### src/rtl/mbist_march_ctrl_pkg.sv
// Shared encodings for the March C- BIST controller: FSM states, March
// element indices and the per-element direction/op/background tables.
package mbist_pkg;

   typedef enum logic [1:0] {
      ST_IDLE  = 2'd0,
      ST_RUN   = 2'd1,
      ST_DRAIN = 2'd2,
      ST_DONE  = 2'd3
   } state_t;

   typedef enum logic [2:0] {
      E0 = 3'd0,
      E1 = 3'd1,
      E2 = 3'd2,
      E3 = 3'd3,
      E4 = 3'd4,
      E5 = 3'd5
   } elem_t;

   // Bit i of each table describes element Ei.
   // Direction: 1 = ascending (0 -> CAPACITY), 0 = descending.
   localparam logic [7:0] ELEM_UP      = 8'b0010_0111;
   // 1 = element is a read/write pair per address, 0 = single operation.
   localparam logic [7:0] ELEM_TWO_OPS = 8'b0001_1110;
   // Background expected by the element's read (0 = D0, 1 = D1).
   localparam logic [7:0] ELEM_RD_BG   = 8'b0001_0100;
   // Background written by the element's write (0 = D0, 1 = D1).
   localparam logic [7:0] ELEM_WR_BG   = 8'b0000_1010;

   // E0 is write-only, E5 is read-only; paired elements read first, then write.
   function automatic logic elem_is_write(elem_t e, logic ph);
      return (e == E0) || (ELEM_TWO_OPS[e] && ph);
   endfunction

endpackage

### src/rtl/mbist_march_ctrl_cmp_pipe.sv
// Two-stage delay of the expected word/address/element for each issued read,
// the read-data comparator and the sticky fail / first-fail / count capture.
module mbist_cmp_pipe
   import mbist_pkg::*;
#(
   parameter int DATA_WIDTH = 8,
   parameter int ADDR_WIDTH = 4,
   parameter int CNT_WIDTH  = 8
) (
   input  logic                  clk,
   input  logic                  rst,
   input  logic                  clr,
   input  logic                  iss_valid,
   input  logic [DATA_WIDTH-1:0] iss_exp,
   input  logic [ADDR_WIDTH-1:0] iss_addr,
   input  logic [2:0]            iss_elem,
   input  logic [DATA_WIDTH-1:0] rdata,
   output logic                  fail,
   output logic [ADDR_WIDTH-1:0] fail_addr,
   output logic [2:0]            fail_elem,
   output logic [CNT_WIDTH-1:0]  fail_cnt
);

   logic                  s1_vld_q, s1_vld_d, s2_vld_q, s2_vld_d;
   logic [DATA_WIDTH-1:0] s1_exp_q, s1_exp_d, s2_exp_q, s2_exp_d;
   logic [ADDR_WIDTH-1:0] s1_addr_q, s1_addr_d, s2_addr_q, s2_addr_d;
   logic [2:0]            s1_elem_q, s1_elem_d, s2_elem_q, s2_elem_d;
   logic                  fail_q, fail_d;
   logic [ADDR_WIDTH-1:0] fail_addr_q, fail_addr_d;
   logic [2:0]            fail_elem_q, fail_elem_d;
   logic [CNT_WIDTH-1:0]  fail_cnt_q, fail_cnt_d;
   logic                  mismatch;

   // Delay line and fail bookkeeping; a new run's clear wins over any compare.
   always_comb begin
      s1_vld_d    = iss_valid;
      s1_exp_d    = iss_exp;
      s1_addr_d   = iss_addr;
      s1_elem_d   = iss_elem;
      s2_vld_d    = s1_vld_q;
      s2_exp_d    = s1_exp_q;
      s2_addr_d   = s1_addr_q;
      s2_elem_d   = s1_elem_q;
      fail_d      = fail_q;
      fail_addr_d = fail_addr_q;
      fail_elem_d = fail_elem_q;
      fail_cnt_d  = fail_cnt_q;
      mismatch    = s2_vld_q && (rdata != s2_exp_q);
      if (clr) begin
         fail_d      = 1'b0;
         fail_addr_d = '0;
         fail_elem_d = '0;
         fail_cnt_d  = '0;
      end else if (mismatch) begin
         if (fail_cnt_q != '1) begin
            fail_cnt_d = fail_cnt_q + 1'b1;
         end
         if (!fail_q) begin
            fail_addr_d = s2_addr_q;
            fail_elem_d = s2_elem_q;
         end
         fail_d = 1'b1;
      end
   end

   // Pipeline and result registers.
   always_ff @(posedge clk or posedge rst) begin
      if (rst) begin
         s1_vld_q    <= 1'b0;
         s1_exp_q    <= '0;
         s1_addr_q   <= '0;
         s1_elem_q   <= '0;
         s2_vld_q    <= 1'b0;
         s2_exp_q    <= '0;
         s2_addr_q   <= '0;
         s2_elem_q   <= '0;
         fail_q      <= 1'b0;
         fail_addr_q <= '0;
         fail_elem_q <= '0;
         fail_cnt_q  <= '0;
      end else begin
         s1_vld_q    <= s1_vld_d;
         s1_exp_q    <= s1_exp_d;
         s1_addr_q   <= s1_addr_d;
         s1_elem_q   <= s1_elem_d;
         s2_vld_q    <= s2_vld_d;
         s2_exp_q    <= s2_exp_d;
         s2_addr_q   <= s2_addr_d;
         s2_elem_q   <= s2_elem_d;
         fail_q      <= fail_d;
         fail_addr_q <= fail_addr_d;
         fail_elem_q <= fail_elem_d;
         fail_cnt_q  <= fail_cnt_d;
      end
   end

   assign fail      = fail_q;
   assign fail_addr = fail_addr_q;
   assign fail_elem = fail_elem_q;
   assign fail_cnt  = fail_cnt_q;

endmodule

### src/rtl/mbist_march_ctrl.sv
// March C- BIST sequencer driving fault_mem: FSM plus element/address/op
// sequencer. Write data is presented one cycle ahead of its operation; read
// checking is delegated to mbist_cmp_pipe.
module mbist_march_ctrl
   import mbist_pkg::*;
#(
   parameter int DATA_WIDTH = 8,
   parameter int ADDR_WIDTH = 4,
   parameter int CAPACITY   = 15,
   parameter int CNT_WIDTH  = 8
) (
   input  logic                  clk,
   input  logic                  rst,
   input  logic                  start,
   output logic                  write_read,
   output logic [ADDR_WIDTH-1:0] address,
   output logic [DATA_WIDTH-1:0] wdata,
   input  logic [DATA_WIDTH-1:0] rdata,
   output logic                  busy,
   output logic                  done,
   output logic                  pass,
   output logic                  fail,
   output logic [ADDR_WIDTH-1:0] fail_addr,
   output logic [2:0]            fail_elem,
   output logic [CNT_WIDTH-1:0]  fail_cnt
);

   localparam logic [ADDR_WIDTH-1:0] LAST_ADDR = ADDR_WIDTH'(CAPACITY);

   // Position of one March operation: element, address, and which half of a
   // read/write pair (ph=0 read, ph=1 write).
   typedef struct packed {
      elem_t                 elem;
      logic [ADDR_WIDTH-1:0] addr;
      logic                  ph;
   } pos_t;

   localparam pos_t POS_FIRST = '{elem: E0, addr: '0, ph: 1'b0};

   function automatic pos_t next_pos(pos_t p);
      pos_t n;
      n = p;
      if (ELEM_TWO_OPS[p.elem] && !p.ph) begin
         n.ph = 1'b1;
      end else begin
         n.ph = 1'b0;
         if ((ELEM_UP[p.elem] && p.addr == LAST_ADDR) ||
             (!ELEM_UP[p.elem] && p.addr == '0)) begin
            n.elem = (p.elem == E5) ? E0 : elem_t'(p.elem + 3'd1);
            n.addr = ELEM_UP[n.elem] ? '0 : LAST_ADDR;
         end else if (ELEM_UP[p.elem]) begin
            n.addr = p.addr + 1'b1;
         end else begin
            n.addr = p.addr - 1'b1;
         end
      end
      return n;
   endfunction

   function automatic logic is_last(pos_t p);
      return (p.elem == E5) && (p.addr == LAST_ADDR);
   endfunction

   // Write ops carry the element's write background, reads its read background.
   function automatic logic [DATA_WIDTH-1:0] op_data(pos_t p);
      logic bg;
      bg = elem_is_write(p.elem, p.ph) ? ELEM_WR_BG[p.elem] : ELEM_RD_BG[p.elem];
      return {DATA_WIDTH{bg}};
   endfunction

   state_t                state_q, state_d;
   pos_t                  pos_q, pos_d, pos_n1, pos_n2;
   logic                  drain_q, drain_d;
   logic                  wr_q, wr_d;
   logic [ADDR_WIDTH-1:0] adr_q, adr_d;
   logic [DATA_WIDTH-1:0] wd_q, wd_d;
   logic                  pass_q, pass_d;
   logic                  clr;
   logic                  iss_valid;

   // Next-state and registered-output computation. pos_q is the operation
   // currently on the bus; wdata looks two positions ahead of it because
   // fault_mem samples wdata a cycle before the write.
   always_comb begin
      state_d = state_q;
      pos_d   = pos_q;
      drain_d = drain_q;
      wr_d    = 1'b0;
      adr_d   = '0;
      wd_d    = '0;
      pass_d  = pass_q;
      clr     = 1'b0;
      pos_n1  = next_pos(pos_q);
      pos_n2  = next_pos(pos_n1);
      case (state_q)
         ST_IDLE: begin
            if (start) begin
               state_d = ST_RUN;
               clr     = 1'b1;
               pass_d  = 1'b0;
               pos_d   = POS_FIRST;
               wr_d    = elem_is_write(POS_FIRST.elem, POS_FIRST.ph);
               adr_d   = POS_FIRST.addr;
               wd_d    = op_data(next_pos(POS_FIRST));
            end
         end
         ST_RUN: begin
            if (is_last(pos_q)) begin
               state_d = ST_DRAIN;
               drain_d = 1'b0;
            end else begin
               pos_d = pos_n1;
               wr_d  = elem_is_write(pos_n1.elem, pos_n1.ph);
               adr_d = pos_n1.addr;
               wd_d  = is_last(pos_n1) ? '0 : op_data(pos_n2);
            end
         end
         ST_DRAIN: begin
            if (drain_q) begin
               state_d = ST_DONE;
            end else begin
               drain_d = 1'b1;
            end
         end
         ST_DONE: begin
            state_d = ST_IDLE;
            pass_d  = ~fail;
         end
         default: state_d = ST_IDLE;
      endcase
   end

   // FSM and sequencer registers.
   always_ff @(posedge clk or posedge rst) begin
      if (rst) begin
         state_q <= ST_IDLE;
         pos_q   <= POS_FIRST;
         drain_q <= 1'b0;
         wr_q    <= 1'b0;
         adr_q   <= '0;
         wd_q    <= '0;
         pass_q  <= 1'b0;
      end else begin
         state_q <= state_d;
         pos_q   <= pos_d;
         drain_q <= drain_d;
         wr_q    <= wr_d;
         adr_q   <= adr_d;
         wd_q    <= wd_d;
         pass_q  <= pass_d;
      end
   end

   assign iss_valid = (state_q == ST_RUN) && !wr_q;

   mbist_cmp_pipe #(
      .DATA_WIDTH (DATA_WIDTH),
      .ADDR_WIDTH (ADDR_WIDTH),
      .CNT_WIDTH  (CNT_WIDTH)
   ) u_cmp (
      .clk       (clk),
      .rst       (rst),
      .clr       (clr),
      .iss_valid (iss_valid),
      .iss_exp   (op_data(pos_q)),
      .iss_addr  (adr_q),
      .iss_elem  (pos_q.elem),
      .rdata     (rdata),
      .fail      (fail),
      .fail_addr (fail_addr),
      .fail_elem (fail_elem),
      .fail_cnt  (fail_cnt)
   );

   assign write_read = wr_q;
   assign address    = adr_q;
   assign wdata      = wd_q;
   assign busy       = (state_q == ST_RUN) || (state_q == ST_DRAIN);
   assign done       = (state_q == ST_DONE);
   // The final compare lands on the same edge that enters DONE, so pass is
   // taken from the live fail flag during DONE and held in pass_q afterwards.
   assign pass       = pass_q | (done & ~fail);

endmodule

### config.mk
export PLATFORM = sky130hd
export DESIGN_NAME = mbist_march_ctrl
export DESIGN_NICKNAME = d
export VERILOG_FILES = /design/src/rtl/mbist_march_ctrl_pkg.sv /design/src/rtl/mbist_march_ctrl_cmp_pipe.sv /design/src/rtl/mbist_march_ctrl.sv
export SDC_FILE = /design/constraint.sdc
export NUM_CORES = 1
export LEC_CHECK = 0
export CAP_MARGIN = 20
export CORE_MARGIN = 4
export CORE_UTILIZATION = 46
export DETAILED_ROUTE_END_ITERATION = 8
export GPL_TIMING_DRIVEN = 0
export PLACE_DENSITY_LB_ADDON = 0.05
export SETUP_SLACK_MARGIN = 0.3
export SLEW_MARGIN = 20
export SYNTH_ARGS = -nofsm -noshare
export SYNTH_HDL_FRONTEND = slang
export SYNTH_SLANG_ARGS = --single-unit
### constraint.sdc
create_clock -name clk -period 5.5 [get_ports clk]
set_input_delay 1.375 -clock clk [delete_from_list [all_inputs] [get_ports clk]]
set_output_delay 1.375 -clock clk [all_outputs]
set_load 0.03 [all_outputs]
==> results of run 1 <==
-- area by class of cell --
type                       count  area (um2)
clock buffer                   5       68.82
inverter                       8       30.03
sequential                    52        1301
timing repair buffer          43       440.4
clock inverter                 3       27.53
tap                           72       90.09
fill                         480        2275
buffer                        15       92.59
multi-input combinational    174        1181
-- how the worst max path moves through the flow --
stage,depth (start not counted),slack (ps),start,to
after CTS,18,710,pos_q[5],wdata[6]
after global routing,18,320,pos_q[5],wdata[6]
after floorplan,18,1350,pos_q[5],wdata[6]
after detailed placement,18,740,pos_q[5],wdata[6]
after global placement,18,770,pos_q[5],wdata[6]
final,18,740,pos_q[5],wdata[6]
-- flip-flops by register name, summed over array words and instances, names as in the netlist, 2 cells and up --
| register | cells |
|---|---|
| address | 4 |
| pos_q | 8 |
| state_q | 2 |
| u_cmp.fail_addr | 4 |
| u_cmp.fail_cnt | 8 |
| u_cmp.fail_elem | 3 |
| u_cmp.s1_addr_q | 4 |
| u_cmp.s1_elem_q | 3 |
| u_cmp.s2_addr_q | 4 |
| u_cmp.s2_elem_q | 3 |
-- per-layer routing --
metal / routed length (um) / global-route usage / up-vias / share of wire
li1: - / - / 975 / -
met1: 2327 / 0.1905 / 909 / 0.48
met2: 2254 / 0.2383 / 43 / 0.46
met3: 227 / 0.03869 / 6 / 0.047
met4: 61 / 0.04755 / 0 / 0.013
met5: 0 / 0 / - / 0
-- Yosys cell counts, types with 3 or more instances --
library cell  number
nor3_1             4
buf_4              7
xor2_1             6
nand2b_1           7
and3_1             3
mux2i_1           13
ha_1              10
nand2_1           17
nand4_1            5
clkbuf_1           5
dfrtp_1           52
nor2_1            29
nor4_1             3
o21ai_0           13
inv_1              8
xnor2_1            3
nand3_1            6
or3_1              3
a21oi_1           11
nor2b_1            5
-- cell families after synthesis --
group / count (synthesis) / synth area share
simple gates: 86 / 0.1599
compound gates: 52 / 0.1417
flops: 52 / 0.4995
buf+inv: 23 / 0.04707
mux: 16 / 0.06580
fa+ha+maj: 11 / 0.05572
xor+xnor: 9 / 0.03026
-- critical path: stages, from the launching register on --
cell,delay [ps]
dfrtp_1,440
clkbuf_1,370
nor2_1,140
ha_1,340
nor2b_1,450
nor2_1,230
o22ai_1,220
ha_1,270
nand2_1,150
or3b_2,470
o221ai_2,210
nand2_1,110
o21ai_0,210
ha_1,260
nor2_1,130
xnor2_1,130
o21bai_1,70
a311o_1,290
a211oi_2,190
-- power by group through the flow --
stage / clock network, W / registers [W] / logic [W]
after floorplan: 0 / 0.000463 / 0.0000309
after global routing: 0.000246 / 0.000426 / 0.000128
after global placement: 0 / 0.000430 / 0.000117
after CTS: 0.000232 / 0.000423 / 0.000120
final: 0.000222 / 0.000422 / 0.000118
after detailed placement: 0 / 0.000430 / 0.000120
-- per-stage QoR --
stage	hold WS [ps]	total power [W]	instance area (um2)
6_report	351.9	0.0007621	3232
5_1_grt	359.2	0.0007996	3232
4_1_cts	353.9	0.0007749	3232
3_5_place_dp	336.2	0.0005505	3136
3_3_place_gp	332.7	0.0005469	3115
2_1_floorplan	331.2	0.0004937	2605
==> metrics.md, run 1 <==
| Metric | Value |
|---|---|
| Sw frac | 0.2846 |
| Layout area overhead | 24.06% |
| Gpl congestion | approximately 0.83 |
| CP Data Required Time | roughly 5700 ps |
| Max-slew violation count | 0 |
| Fin Setup TNS | 0 ps |
| DR vias/cell | slightly above 5 |
| Worst Setup Path Type | reg -> reg |
| Initial antenna violation count | 0 |
| Die H | about 83 um |
| Input/output buffers | 42 |
| Worst Tran Pin Value | approximately 750 ps |
| 1st-iter DRT viols | 52 |
| Die area | roughly 7000 um2 |
| Yosys cell types | 51 |
| Detailed placer's ending HPWL | between 3 and 4 mm |
| Max Clk Rate | around 210 MHz |
| Core Util, Final | 0.5869 |
| H-tree levels | 2 |
| CP Data Arrival Time | 4980 ps |
| Largest net degree at the start of global routing | 32 |
| Fin cells | 372 |
| Final ANT Viol Nets | 0 |
| Most common cell after layout, fill and taps aside | dfrtp_1 |
| TritonCTS buffer count | 5 |
| R2R depth | 18 |
| Ys async rst share | 1.000 |
| Worst hold path depth | 0 |
| Hold-fix buffers, CTS | 0 |
| Final Hold Fails | 0 |
| Setup violators final | 0 |
| Worst setup margin | between 700 and 800 ps |
| Setup bufs post-CTS | 0 |
| R2R Setup Slk | about 740 ps |
| Mapped Cells | ~250 |
| Crit share post-route | 0.8646 |
| CTS sink cnt | 52 |
| DR vias | around 1900 |
| Layout Nets | roughly 320 |
| Core Box Area | about 5500 um2 |
| Part of the power in registers | 0.554 |
| Netlist Area Pre-Place | approximately 2600 um2 |
| Switching power | around 0.00022 W |
| Combinational Power Share | 0.155 |
| Post-synthesis sequential area ratio | 0.4995 |
| Worst rel slew slack | 0.4996 |
| Number of placed instances, taps included | roughly 360 |
| First-pass GRT wire length | 8.590 mm |
| Crit path launch type | flop |
| Post-synth top area share | 0.4995 |
| Clk root buf | clkbuf_8 |
| Clk_skew | 7.181 ps |
| HP Start | u_cmp.s1_addr_q[0] |
| Hold Crit Class | reg -> reg |
| Wire per inst | 13.09 um |
| DRT Pass-1 Iters | 4 |
| # resized after CTS | 0 |
| Clock Pin Slew Worst Setup and Hold Paths | around 100 ps |
| Power Density | between 200 and 250 nW/um2 |
| Grt ovf | 0 |
| Yosys Warn Count | 0 |
| Top post-synthesis cells by area | dfrtp_1, mux2i_1, ha_1 |
| Endpoint, Worst Hold | u_cmp.s2_addr_q[0] |
| Die Wd | about 83 um |
| Ports | 43 |
| Yosys reg bits | 52 |
| Num rows | 27 |
| Worst-path maximum fanout | 10 |
| Ys flop type | dfrtp_1 |
| Syn avg cell area | between 10 and 15 um2 |
| Number of max-cap violations | 0 |
| Commonest cells after routing, fill and taps aside | dfrtp_1, clkdlybuf4s50_1, nor2_1, nand2_1 |
| Min Tclk post-route | 4756 ps |
| Unrepaired setup endpoints after global routing | no |
| Clock Latency Late Sink | about 300 ps |
| Initial Util | 0.4731 |
| DP Worst Slack | 737.2 ps |
| DR DRC count | 0 |
| Clk pwr share | 0.291 |
| Syn nets | about 270 |
| R2R Path End | wdata[6] |
| Vias in the first global route | roughly 1900 |
| Static leakage | roughly 1.4 nW |
| Overall routed net length | between 4 and 5 mm |
| All-layer global routing usage | 0.1467 |
| FF-to-FF Start | pos_q[5] |
| Crit. End Element | flop |
| CTS tree | done |
| Number of diodes | 0 |
| EDFF count, synth | 0 |
| Status | finished clean |
| Fraction of layout cells with a size suffix above 1 | 0.09333 |
| Peak supply drop | approximately 0.13 mV |
| Cell taking the most area after synthesis | dfrtp_1 |
| P_int | 0.0005452 W |
| Clk buf depth | 2 |
Power figures use the tool's default switching activity.
==> inputs of run 2 (changes only) <==
--- a/config.mk
+++ b/config.mk
@@ -10,8 +10,9 @@
 export CORE_UTILIZATION = 46
 export DETAILED_ROUTE_END_ITERATION = 8
 export GPL_TIMING_DRIVEN = 0
+export HOLD_SLACK_MARGIN = 0.06
 export PLACE_DENSITY_LB_ADDON = 0.05
-export SETUP_SLACK_MARGIN = 0.3
+export SKIP_LAST_GASP = 1
 export SLEW_MARGIN = 20
 export SYNTH_ARGS = -nofsm -noshare
 export SYNTH_HDL_FRONTEND = slang
==> results of run 2 <==
The final DEF is identical to that of run 1; final timing and power are the same.
==> RTL edit (flow settings as in run 1) <==
`ADDR_WIDTH` is set to 4 in 2 places; all go to 5.
--- a/src/rtl/mbist_march_ctrl_cmp_pipe.sv
+++ b/src/rtl/mbist_march_ctrl_cmp_pipe.sv
@@ -5,5 +5,5 @@
 #(
    parameter int DATA_WIDTH = 8,
-   parameter int ADDR_WIDTH = 4,
+   parameter int ADDR_WIDTH = 5,
    parameter int CNT_WIDTH  = 8
 ) (
--- a/src/rtl/mbist_march_ctrl.sv
+++ b/src/rtl/mbist_march_ctrl.sv
@@ -6,5 +6,5 @@
 #(
    parameter int DATA_WIDTH = 8,
-   parameter int ADDR_WIDTH = 4,
+   parameter int ADDR_WIDTH = 5,
    parameter int CAPACITY   = 15,
    parameter int CNT_WIDTH  = 8
Ports: changed (resized address and fail_addr); port bits go from 43 to 45. The function was not compared with the original's and may differ.
==> RTL edit against run 1 <==
  * Total power increased by 30%
  * Sequential share of layout area shrank 2.7 points
  * Combinational power is 9% lower
  * Hold slack worse by 0.0081 ns
  * Critical endpoint unchanged
  * Area after synthesis up 14%
  * Setup slack worse by 0.16 ns
  * Fmax decreased by 3.2%
  * Final cell count rose by 18%
  * Wire length rose by 34%
  * Global-route usage increased by 3.2 points
  * Sequential cell count grew 5
  * Cell area is 18% higher
==> RTL edit: results (changes against run 1) <==
Power and ir drop
The leakage power total was 1.64 nW (+19%). The worst ir drop on vdd is 0.252 mV (+89%).

Synth
The synthesized area per cell came to 9.93 um2 (-5.0%). By area the synthesized netlist is led by sky130_fd_sc_hd__dfrtp_1 48%, sky130_fd_sc_hd__nor2_1 5.4%, sky130_fd_sc_hd__mux2i_1 5.1%, sky130_fd_sc_hd__ha_1 4.6%, sky130_fd_sc_hd__a21oi_1 3.2%. The post-synthesis register bit count came to 57 (+9.6%). The register area share after synthesis is 48.0% (-1.9 points). The number of nets in the synthesized netlist is 322 (+19%).

Hold path
For hold timing, the worst endpoint is u_cmp.s2_elem_q[2]. The start point of the worst hold path is u_cmp.s1_elem_q[2].

Timing
The relative max-transition margin came to 39.4% (-11 points). The share of the clock period used by the worst path after layout is 89.3% (+2.8 points). The final worst hold slack is 0.344 ns (-0.00811 ns). The clock tree skew after final layout is 0.00809 ns (+0.000909 ns).

Finish
The final layout net count is 379 (+18%). The fraction of layout instances using a drive strength above 1 came to 13.6% (+4.2 points). The final cell area excluding filler cells is 3800 um2 (+18%).

The number of fill cells in the layout is 588 (+23%). The area occupied by multi-input gates is 1460 um2 (+24%). The number of multi-input logic gates was 216 (+24%).

The register fraction of the total cell area is 37.5% (-2.7 points). The filler-free cell count of the finished design came to 438 (+18%). The clock-cell share of area is 5.80% (+2.8 points).

Detailed routing
The wire length per cell after detailed routing is 14.9 um (+13%). The wire length on met3 is 262 um (+15%). The count of TritonRoute iterations in the first routing pass was 6 (+2). The via density per instance is 5.46 (+5.0%).

Global route
The global routing usage summed across all routing layers is 17.9% (+3.2 points). The routing usage on met1 was 22.5% (+3.5 points). The number of global-route vias before repair came to 2311 (+20%). The largest net degree at the start of global routing was 58 (+81%).

The met2 routing resource usage after global routing is 29.9% (+6.1 points). The global-route wire length before repair is 10800 um (+26%).

Clock tree
The number of levels the H-tree was split into is 3 (+1). The insertion delay of the later-clocked pin in the worst-skew pair is 0.33 ns (+0.03 ns). The register clock-pin slew on the reported worst setup and hold paths was 0.06 ns (-0.04 ns).

Floorplan
The number of well taps was 77 (+6.9%).

Placement
The setup slack after placement was 0.124 ns (-0.613 ns). The final weighted congestion in routability-driven placement was 0.918 (+11%). The HPWL after detailed placement is 4720 um (+27%).

Run status
The run finished with clean final reports.

Critical path
The delay of the slowest cell on the worst path came to 0.38 ns (-0.09 ns). The largest fanout on the critical path is 9 (-1). The number of cells on the worst reg-to-reg path is 24 (+6). The critical path starts at pos_q[7].
-- RTL edit: power by group --
group	internal, mW	leakage (nW)	switching [mW]	total (mW)
clock network	0.267	0.113	0.160	0.426
registers	0.436	0.718	0.0219	0.458
logic	0.0454	0.810	0.0613	0.107
total	0.748	1.64	0.243	0.991
-- RTL edit: repair_timing --
action	CTS	global route
setup buffers	0	2
endpoints found under the hold margin	0	0
endpoints found under the setup margin	1	1
hold buffers	0	0
gates resized for setup	2	13
pin swaps	0	4
cloned	0	0
-- RTL edit: cells by family (layout without fill, tap and decap cells) --
logic type	after synthesis	count (layout)	synth area share (%)
and+or+nand+nor	113	113	18.4
AOI/OAI and AO/OA	62	62	13.9
DFF	57	57	48.0
buffers and inverters	26	88	4.46
muxes	20	20	7.29
adders and majority gates	12	12	5.31
xor gates and xnor gates	9	9	2.65
